**config.mk**
```make
export PLATFORM = sky130hd
export DESIGN_NAME = spi_master
export DESIGN_NICKNAME = d
export VERILOG_FILES = /design/src/rtl/spi_master.sv
export SDC_FILE = /design/constraint.sdc
export NUM_CORES = 1
export LEC_CHECK = 0
export ABC_AREA = 1
export ABC_CLOCK_PERIOD_IN_PS = 1840
export BUFFER_PORTS_ARGS = -buffer_cell sky130_fd_sc_hd__clkbuf_2
export CORE_MARGIN = 8
export CORE_UTILIZATION = 55
export CTS_CLUSTER_SIZE = 8
export DETAILED_ROUTE_END_ITERATION = 12
export HOLD_SLACK_MARGIN = 0.02
export PLACE_DENSITY = 0.78
export SYNTH_ARGS = -nofsm -noshare
export SYNTH_HDL_FRONTEND = slang
export SYNTH_SLANG_ARGS = --single-unit
```
**constraint.sdc**
```tcl
create_clock -name clk -period 1.84 [get_ports clk]
set_input_delay 0.368 -clock clk [delete_from_list [all_inputs] [get_ports clk]]
set_output_delay 0.368 -clock clk [all_outputs]
set_load 0.01 [all_outputs]
```
**src/rtl/spi_master.sv**
```systemverilog
// rtl/spi_master.sv - byte-wide mode-0 SPI master with programmable SCK divider
// One byte per data-register write; CS is purely software controlled.
module spi_master #(
    parameter int               DIV_W     = 8,
    parameter logic [DIV_W-1:0] DIV_RESET = 8'd2
) (
    input  logic        clk,
    input  logic        resetq,
    input  logic        we_data,
    input  logic        we_ctrl,
    input  logic        rd_data_stb,
    input  logic [15:0] wd,
    output logic [7:0]  rx_data,
    output logic [3:0]  status,
    output logic        sck,
    output logic        mosi,
    output logic        cs_n,
    input  logic        miso
);

    typedef enum logic {S_IDLE, S_XFER} state_t;

    state_t           r_state, w_state_next;
    logic [7:0]       r_shift;
    logic [7:0]       r_rx;
    logic [DIV_W-1:0] r_div;
    logic [DIV_W-1:0] r_cnt;
    logic [2:0]       r_bits;
    logic             r_phase;
    logic             r_sck;
    logic             r_mosi;
    logic             r_cs_active;
    logic             r_overrun;
    logic             r_done;

    logic             w_busy;
    logic             w_start;
    logic             w_div_wr;
    logic [DIV_W-1:0] w_div_eff;
    logic             w_half_end;
    logic             w_last;

    assign w_busy     = (r_state == S_XFER);
    assign w_start    = we_data && !w_busy;
    assign w_div_wr   = we_ctrl && !w_busy;
    // A control write in the start cycle must already govern this transfer.
    assign w_div_eff  = w_div_wr ? wd[8+DIV_W-1:8] : r_div;
    assign w_half_end = w_busy && (r_cnt == '0);
    assign w_last     = w_half_end && r_phase && (r_bits == 3'd7);

    always_ff @(posedge clk or negedge resetq) begin
        if (!resetq) r_state <= S_IDLE;
        else         r_state <= w_state_next;
    end

    always_comb begin
        w_state_next = r_state;
        case (r_state)
            S_IDLE:  if (w_start) w_state_next = S_XFER;
            S_XFER:  if (w_last)  w_state_next = S_IDLE;
            default: w_state_next = S_IDLE;
        endcase
    end

    always_ff @(posedge clk or negedge resetq) begin
        if (!resetq) begin
            r_shift     <= 8'h00;
            r_rx        <= 8'h00;
            r_div       <= DIV_RESET;
            r_cnt       <= '0;
            r_bits      <= 3'd0;
            r_phase     <= 1'b0;
            r_sck       <= 1'b0;
            r_mosi      <= 1'b0;
            r_cs_active <= 1'b0;
            r_overrun   <= 1'b0;
            r_done      <= 1'b0;
        end else begin
            if (we_ctrl) begin
                r_cs_active <= wd[0];
                r_overrun   <= 1'b0;
            end
            if (w_div_wr)           r_div     <= wd[8+DIV_W-1:8];
            if (we_data && w_busy)  r_overrun <= 1'b1;
            if (rd_data_stb)        r_done    <= 1'b0;

            if (w_start) begin
                r_shift <= wd[7:0];
                r_mosi  <= wd[7];
                r_done  <= 1'b0;
                r_cnt   <= w_div_eff;
                r_phase <= 1'b0;
                r_bits  <= 3'd0;
            end else if (w_busy) begin
                if (w_half_end) begin
                    r_cnt <= r_div;
                    if (!r_phase) begin
                        r_sck   <= 1'b1;
                        r_shift <= {r_shift[6:0], miso};
                        r_phase <= 1'b1;
                    end else begin
                        r_sck   <= 1'b0;
                        r_phase <= 1'b0;
                        if (r_bits == 3'd7) begin
                            r_done <= 1'b1;
                            r_rx   <= r_shift;
                            r_bits <= 3'd0;
                        end else begin
                            // shift has already moved left, so bit 7 is the next bit out
                            r_mosi <= r_shift[7];
                            r_bits <= r_bits + 3'd1;
                        end
                    end
                end else begin
                    r_cnt <= r_cnt - 1'b1;
                end
            end
        end
    end

    assign rx_data = r_rx;
    assign status  = {r_cs_active, r_overrun, r_done, w_busy};
    assign sck     = r_sck;
    assign mosi    = r_mosi;
    assign cs_n    = ~r_cs_active;

endmodule

```
== After elaboration in Yosys (flattened, before gate mapping) ==
Cells that the tools add are included.

* Flip-flop bits (word level): 42
* Bits in latches: 0
* Bits in writable memories: 0
* Bits in read-only memories: 0
* Bits of input ports: 22
* Output and inout port bits: 15
* Word-level logic and storage cells: 71
* Memories kept: 0

* $add $sub $neg: 2
* $mul: 0
* Divide/modulo/power cells: 0
* Order comparisons: 0
* Eq/ne operators: 3
* Shift operators: 0
* Mux-type cells: 33
* Bitwise gates (word level): 3
* Reductions and logical operators: 18

{| class="wikitable"
|+ Operators with widths
! cell !! count
|-
| two-way mux 8 bit || 8
|-
| two-way mux 1 bit || 19
|-
| two-way mux 3 bit || 5
|-
| AND reduction 3 bit || 3
|-
| logical NOT 8 bit || 1
|-
| nonzero test 2 bit || 4
|-
| subtractor 8 x 1 -> 8 bit, second input constant || 1
|-
| logical AND 1 bit || 6
|-
| AND reduction 5 bit || 1
|-
| AND reduction 4 bit || 1
|-
| adder 3 x 1 -> 3 bit, second input constant || 1
|-
| equality test 3 bit, second input constant || 1
|-
| NOT 1 bit || 3
|-
| != test 2 x 1 -> 1 bit, second input constant || 1
|-
| != test 2 bit, second input constant || 1
|-
| case mux 1 bit (2 select lines) || 1
|-
| AND reduction 2 bit || 1
|-
| logical NOT 1 bit || 1
|}

== Depth between registers and ports, before layout ==
Gate-level depths: netlist of run 1.

* Word-level depth: 6
* Depth in mapped cells: 10
* Depth with buffers taken out: 9

== Worst setup path after synthesis of run 1 ==
OpenSTA, ideal clock, no wires.

* Kind: flip-flop to flip-flop
* Start point: reg r_cnt[0]
* End point: reg r_state
* Setup time: 0.117 ns
* Arrival: 1.306 ns
* Data required time: 1.723 ns
* Setup slack: 0.417 ns
* Stages on the path, launching flop included: 10
* Path buffers: 0
* Clock period less this slack: 1.423 ns
* Cell sequence: dfrtp_1 > inv_1 > ha_1 > nand2_1 > nor2_4 > nand2_4 > nor2_4 > nand2_2 > o21ai_1 > inv_1

* Longest elaborated chain between the ends: 6

{| class="wikitable"
|+ Ends and longest elaborated chain
! element !! line !! RTL
|-
| start: declaration || 27 || <nowiki>logic [DIV_W-1:0] r_cnt;</nowiki>
|-
| start signal: assignment || 91 || <nowiki>r_cnt <= w_div_eff;</nowiki>
|-
| start signal: assignment || 96 || <nowiki>r_cnt <= r_div;</nowiki>
|-
| start signal: assignment || 115 || <nowiki>r_cnt <= r_cnt - 1'b1;</nowiki>
|-
| logical NOT 8 bit || 48 || <nowiki>assign w_half_end = w_busy && (r_cnt == '0);</nowiki>
|-
| logical AND 1 bit || 48 ||
|-
| logical AND 1 bit (2 in a row) || 49 || <nowiki>assign w_last = w_half_end && r_phase && (r_bits == 3'd7);</nowiki>
|-
| two-way mux 1 bit || 60 || <nowiki>S_XFER: if (w_last) w_state_next = S_IDLE;</nowiki>
|-
| case mux 1 bit (2 select lines) || 58 || <nowiki>case (r_state)</nowiki>
|-
| named net w_state_next || 23 || <nowiki>state_t r_state, w_state_next;</nowiki>
|-
| end signal: assignment || 53 || <nowiki>else r_state <= w_state_next;</nowiki>
|-
| end: declaration || 23 ||
|}

The timed path passes the listed nets, and every way through them passes these cells.
A chain may end at the register's enable or synchronous reset.

== Worst setup path after layout of run 1 ==
Ends and elaborated chain as after synthesis.

==> impl_metrics.toml, run 1 <==
[timing]
relSlewSlack_pct = 56.1
fmax_ghz = 0.613
rsz0062_at_grt = "no"
fin_skew_ns = 0.00538
drv_slew = 0
fin_crit_sh_pct = 88.7
setup_viol = 0
min_period_ns = 1.63
final.setup.tns_ns = 0
worst_pin_slew_ns = 0.659
finalHoldViolations = 0

[detailed_routing]
route.detailed.drc = 0
routed_wirelength_um = 4950
drtIter0Drc = 75
vias = 1922
drt_pass1_iterations = 4
detail_route.wl_per_cell_um = 13.2
antenna_left = 0
avgViaCountPerCell = 5.11

[global_routing]
antenna_found_initial = 0
grt_pass1_vias = 1891
grt_first_pass_wirelength_um = 8320
grt-ovfl-total = 0
met2_usage_pct = 29.5
grt_max_degree = 27
grt_use_met1_pct = 18.2
gr-usage-all-layers_pct = 16.7
grt_util_met3_pct = 4.63
grt_busiest_layer = "met2"

[place]
gp_congestion = 0.886
dp_hpwl_um = 3800
postPlaceCellArea_um2 = 2400
numPortBuffers = 36

[die]
die_w_um = 79.1
core-area_um2 = 3910
ios = 37
start_util_pct = 55.9
die-area_um2 = 6250
rows = 23
fp.dieH_um = 79.1

[worst_setup_path]
crit_chain = "inv_1 > ha_1 > nand2_1 > nor2_4 > nand2_4 > nor2_4 > nand2_2 > o21ai_1 > inv_1"
crit_arrival_ns = 1.82
critPathKind = "reg -> reg"
cp_top_family = "simple AND/OR/NAND/NOR gates"
endpoint_kind = "flip-flop"
crit_path_start_kind = "flip-flop"
worstPathRequired_ns = 2.03
critical-path-slowest-cell = "dfrtp_1"
critical-path-max-stage-delay_ns = 0.41
worstPathMaxFanout = 10
critPathBufInv = 2

[yosys]
synth_fp_nets = 312
ys_types = 23
ys_ff_latch = 42
syn_area_um2 = 2190
yosys_warnings = 0
syn_inst = 286
ys_seq_area_share_pct = 48.1
synth_top_area_cell = "dfrtp_1"
synthTopCellsByArea = "dfrtp_1 47%, nand2_1 21%, nand3_1 8.2%"
syn_area_per_cell_um2 = 7.65
synth_top_area_share_pct = 46.9

[layout]
fill_cells = 371
nNetsFinal = 351
antenna_cells = 0
design_area_um2 = 2490
syn2layout_area_growth_pct = 14.1
drive_gt1_share_pct = 19.3

[run_status]
status = "finished, final reports clean"

[hold_path]
hold_path_class = "in -> async"

[clocking]
cts_hold_buf = 0
cts-htree-levels = 2
clk_pin_slew_ns = 0.08
post_cts_buffers = 0
post_cts_resize_count = 0
cts_tree = "built"
cts_inserted_buffers = 5
cts_root_buffer = "clkbuf_8"
cts.path.max_buffers = 2
numClockSinks = 42
clk_latency_ns = 0.30

[power_and_ir_drop]
p_leak_nw = 1.40
irDropWorstVdd_v = 0.000618
p_per_area_nw_per_um2 = 1190

[run]
cap_viol_max_count = 0
-- sequential cells by signal, summed over array words and instances (netlist names) --
signal	cells
r_div	8
rx_data	8
sck	1
r_state	1
r_overrun	1
r_bits	3
r_shift	8
mosi	1
r_cs_active	1
r_phase	1
r_cnt	8
r_done	1
-- cells by family after synthesis --
logic type,share of synthesized area (%)
buffers and inverters,7.55
and+or+nand+nor,36.3
adders and majority gates,2.29
DFF,48.1
xor gates and xnor gates,0.801
AOI/OAI and AO/OA,4.92
-- worst reg2reg max path, cell delays in order (launching register included) --
cell	delay (ns)
dfrtp_1	0.41
inv_1	0.11
ha_1	0.19
nand2_1	0.09
nor2_4	0.15
nand2_4	0.10
nor2_4	0.15
nand2_2	0.15
o21ai_1	0.12
inv_1	0.06
-- routing by layer --
metal	share of wire (%)	wire length [um]	up-vias
met5	0	0	-
met3	3.4	170	10
met2	53	2610	38
met4	1.7	85	0
li1	-	-	977
met1	42	2080	897
-- report_power, final --
part / switching (W) / total (W) / internal (W)
Sequential: 0.000232 / 0.00141 / 0.00118
Combinational: 0.000587 / 0.000952 / 0.000365
Clock: 0.000312 / 0.000615 / 0.000303
-- final cells by class --
class	count	area [um2]	area share [%]
flip-flops and latches	42	1050	42.2
multi-input cells	211	970	38.9
repair buffers	44	240	9.63
clock buffers	7	86.3	3.46
inverters	21	78.8	3.16
well taps	50	62.6	2.51
clock inverters	1	5.00	0.201
-- worst paths after layout --
kind                                       from                endpoint  slack (ns)  cells past startpoint
setup / recovery           r_cnt[0]$_DFFE_PN0P_       r_state$_DFF_PN0_        0.21                      9
hold / removal                           resetq  rx_data[7]$_DFFE_PN0P_        0.09                      1
setup reg to reg           r_cnt[0]$_DFFE_PN0P_       r_state$_DFF_PN0_        0.21                      9
hold reg to reg                mosi$_DFFE_PN0P_        mosi$_DFFE_PN0P_        0.48                      2
max in group asynchronous                resetq  rx_data[1]$_DFFE_PN0P_        1.17                      2
min in group clk                         wd[14]      r_div[6]$_DFF_PN0_        0.30                      3
-- cells in the final DEF (no fill, tap or decap), drive strengths merged --
cell type and n:
nand2 126, clkbuf 43, dfrtp 41, nand3 36, nor2 22, inv 21
o21ai 12, buf 8, a22oi 5, ha 4, a21oi 2, nand3b 1
xor2 1, nand4 1, xnor2 1, clkinv 1, dfstp 1
-- synth_stat cells (all sizes together) --
library cell,n
nand4,1
nor2,22
dfrtp,41
nand2,126
xor2,1
ha,4
a21oi,2
a22oi,5
nand3b,1
xnor2,1
nand3,36
buf,12
dfstp,1
o21ai,12
inv,21
-- through the flow --
stage / utilization, % / worst slack [ns] / instances / hold WS [ns] / power (W)
2_1_floorplan: - / 0.417 / 286 / 0.0724 / 0.00212
3_3_place_gp: 61.4 / 0.308 / 368 / 0.416 / 0.00233
3_5_place_dp: 61.4 / 0.225 / 368 / 0.424 / 0.00239
4_1_cts: 63.7 / 0.216 / 376 / 0.0985 / 0.00301
5_1_grt: 63.7 / 0.0379 / 376 / 0.131 / 0.00322
6_report: 63.7 / 0.208 / 376 / 0.0868 / 0.00298
No activity file was read; power rests on OpenSTA's default activity.
==> inputs of run 2 (changes only) <==
--- a/config.mk
+++ b/config.mk
@@ -5,7 +5,6 @@
 export SDC_FILE = /design/constraint.sdc
 export NUM_CORES = 1
 export LEC_CHECK = 0
-export ABC_AREA = 1
 export ABC_CLOCK_PERIOD_IN_PS = 1840
 export BUFFER_PORTS_ARGS = -buffer_cell sky130_fd_sc_hd__clkbuf_2
 export CORE_MARGIN = 8
==> impl_metrics.toml, run 2 <==
[detailed_routing]
wl_met1_um = 2060
wl_met2_um = 2150
wl_met3_um = 223
avgViaCountPerCell = 5.35
route.detailed.drc = 0
routed.top_layer = "met3"
drtIter0Drc = 71
drt_pass1_iterations = 4
routed_wirelength_um = 4430
antenna_left = 0
vias = 1585
detail_route.wl_per_cell_um = 15.0

[clocking]
clk_pin_slew_ns = 0.08
post_cts_buffers = 0
clk_latency_ns = 0.30
cts.path.max_buffers = 2
cts-htree-levels = 2
cts_inserted_buffers = 5
cts_root_buffer = "clkbuf_8"
numClockSinks = 42
cts_tree = "built"

[layout]
drive_gt1_share_pct = 35.1
fill_cells = 287
syn2layout_area_growth_pct = 22.2
multiInputGateArea_um2 = 998
nNetsFinal = 273
post-route-util_pct = 71.0
design_area_um2 = 2640
antenna_cells = 0
final_cell_mix = "41 x dfrtp_1, 36 x clkbuf_2, 19 x buf_4"
regArea_um2 = 1050
stdcell_count = 296
mostFrequentLayoutCell = "dfrtp_1"

[timing]
finalHoldViolations = 0
min_period_ns = 1.78
worst_pin_slew_ns = 0.571
fmax_ghz = 0.562
fin_skew_ns = 0.00368
rsz0062_at_grt = "no"
setup_ws_ns = 0.0601
fin_crit_sh_pct = 96.7
drv_slew = 0
relSlewSlack_pct = 61.9
setup_viol = 0

[die]
ios = 37
start_util_pct = 58.1
core-area_um2 = 3720
fp.dieH_um = 78.7
die-area_um2 = 6190
die_w_um = 78.7
rows = 22

[worst_setup_path]
reg2reg_from = "r_cnt[4]$_DFFE_PN0P_"
worstPathMaxFanout = 10
crit_arrival_ns = 1.96
r2r_slack_ns = 0.06
endpoint_kind = "flip-flop"
critPathKind = "reg -> reg"
worstReg2RegEnd = "rx_data[1]$_DFFE_PN0P_"
rr_worst_depth = 4
crit_path_start_kind = "flip-flop"
crit_start = "r_cnt[4]$_DFFE_PN0P_"
worstPathRequired_ns = 2.02

[yosys]
ys_types = 43
synthArstFlopShare_pct = 100
ys.flop_type = "dfrtp_1"
synth_fp_nets = 226
syn_area_um2 = 2160
ys_top_cells_by_count = "41 x dfrtp_1, 18 x mux2i_1, 14 x mux2_2, 14 x nor2_1, 14 x o21ai_0"
synth_top_area_cell = "dfrtp_1"
synthTopCellsByArea = "dfrtp_1 48%, mux2i_1 8.3%, mux2_2 7.3%"
ys_seq_area_share_pct = 48.7
ys_ff_latch = 42
yosys_warnings = 0
syn_inst = 200
synth_top_area_share_pct = 47.5
synth.most_common_cell = "dfrtp_1"
syn_area_per_cell_um2 = 10.8
synth_edf_count = 0

[power_and_ir_drop]
p_leak_nw = 1.25
irDropWorstVdd_v = 0.000928
p_per_area_nw_per_um2 = 1250

[place]
dp_cells = 288
postPlaceCellArea_um2 = 2490
dp_hpwl_um = 3370
gp_congestion = 0.804
numPortBuffers = 36
dp_slack_ns = 0.0616

[global_routing]
grt-ovfl-total = 0
grt_first_pass_wirelength_um = 7530
antenna_found_initial = 0
grt_pass1_vias = 1602
gr-usage-all-layers_pct = 15.2
grt_max_degree = 23

[run_status]
status = "finished, final reports clean"

[hold_path]
hold_path_class = "in -> async"

[run]
cap_viol_max_count = 0
run 2: cell types whose count changed after synthesis, sizes merged, moves of 7 or more:
cell and delta:
clkbuf +10, mux2 +17, nand3 -29, a21oi +11
inv -15, nand2 -115, nor2 -7, mux2i +18
run 2: layer usage:
layer	up-vias	GRT usage, %
li1	799	-
met5	-	0
met2	39	24.3
met1	747	19.5
met4	0	2.22
met3	0	5.81
run 2: kinds of logic (layout without fill, tap and decap cells):
family	count (synthesis)	in the layout	share of synthesized area [%]
AOI/OAI and AO/OA	42	42	11.5
xor gates and xnor gates	3	3	1.22
adders and majority gates	4	4	2.32
buffers and inverters	23	71	5.39
DFF	42	42	48.7
muxes	35	35	17.2
and+or+nand+nor	51	51	13.7
run 2: cell type report:
| class | instances | area share [%] |
|---|---|---|
| Timing Repair Buffer | 57 | 13.8 |
| Sequential cell | 42 | 39.9 |
| Clock inverter | 2 | 2.28 |
| Tap cell | 48 | 2.28 |
| Inverter | 6 | 0.853 |
| Multi-Input combinational cell | 135 | 37.8 |
| Clock buffer | 6 | 3.13 |
run 2: report_power, final:
part	total, W	internal (W)	leakage, nW	switching, W
Clock	0.000887	0.000578	0.0714	0.000309
Sequential	0.00140	0.00118	0.509	0.000222
Combinational	0.00101	0.000535	0.674	0.000480
run 2: repair_timing:
action                                  4_1_cts  5_1_grt
hold buffers                                  0        0
endpoints found under the setup margin        0        4
gates resized for setup                       0        3
run 2: metrics by stage:
step / hold slack, ns / setup TNS (ns) / power (W)
5_1_grt: 0.0832 / 0 / 0.00353
3_5_place_dp: 0.385 / 0 / 0.00242
4_1_cts: 0.0619 / 0 / 0.00331
3_3_place_gp: 0.382 / 0 / 0.00238
2_1_floorplan: 0.0724 / -0.186 / 0.00207
6_report: 0.0512 / 0 / 0.00330
run 2: worst max path at each step:
stage,slack (ns),to
6_report,0.06,rx_data[1]$_DFFE_PN0P_
5_1_grt,0.002,rx_data[0]$_DFFE_PN0P_
4_1_cts,0.03,r_cnt[7]$_DFFE_PN0P_
3_5_place_dp,0.06,r_cnt[7]$_DFFE_PN0P_
3_3_place_gp,0.10,rx_data[1]$_DFFE_PN0P_
2_1_floorplan,-0.03,rx_data[0]$_DFFE_PN0P_
run 2: worst max-delay path: stages (launching register included):
cell and delay, ns:
dfrtp_1 0.38, or4_4 0.62, nor2_4 0.14, nand3_4 0.16
mux2_1 0.36
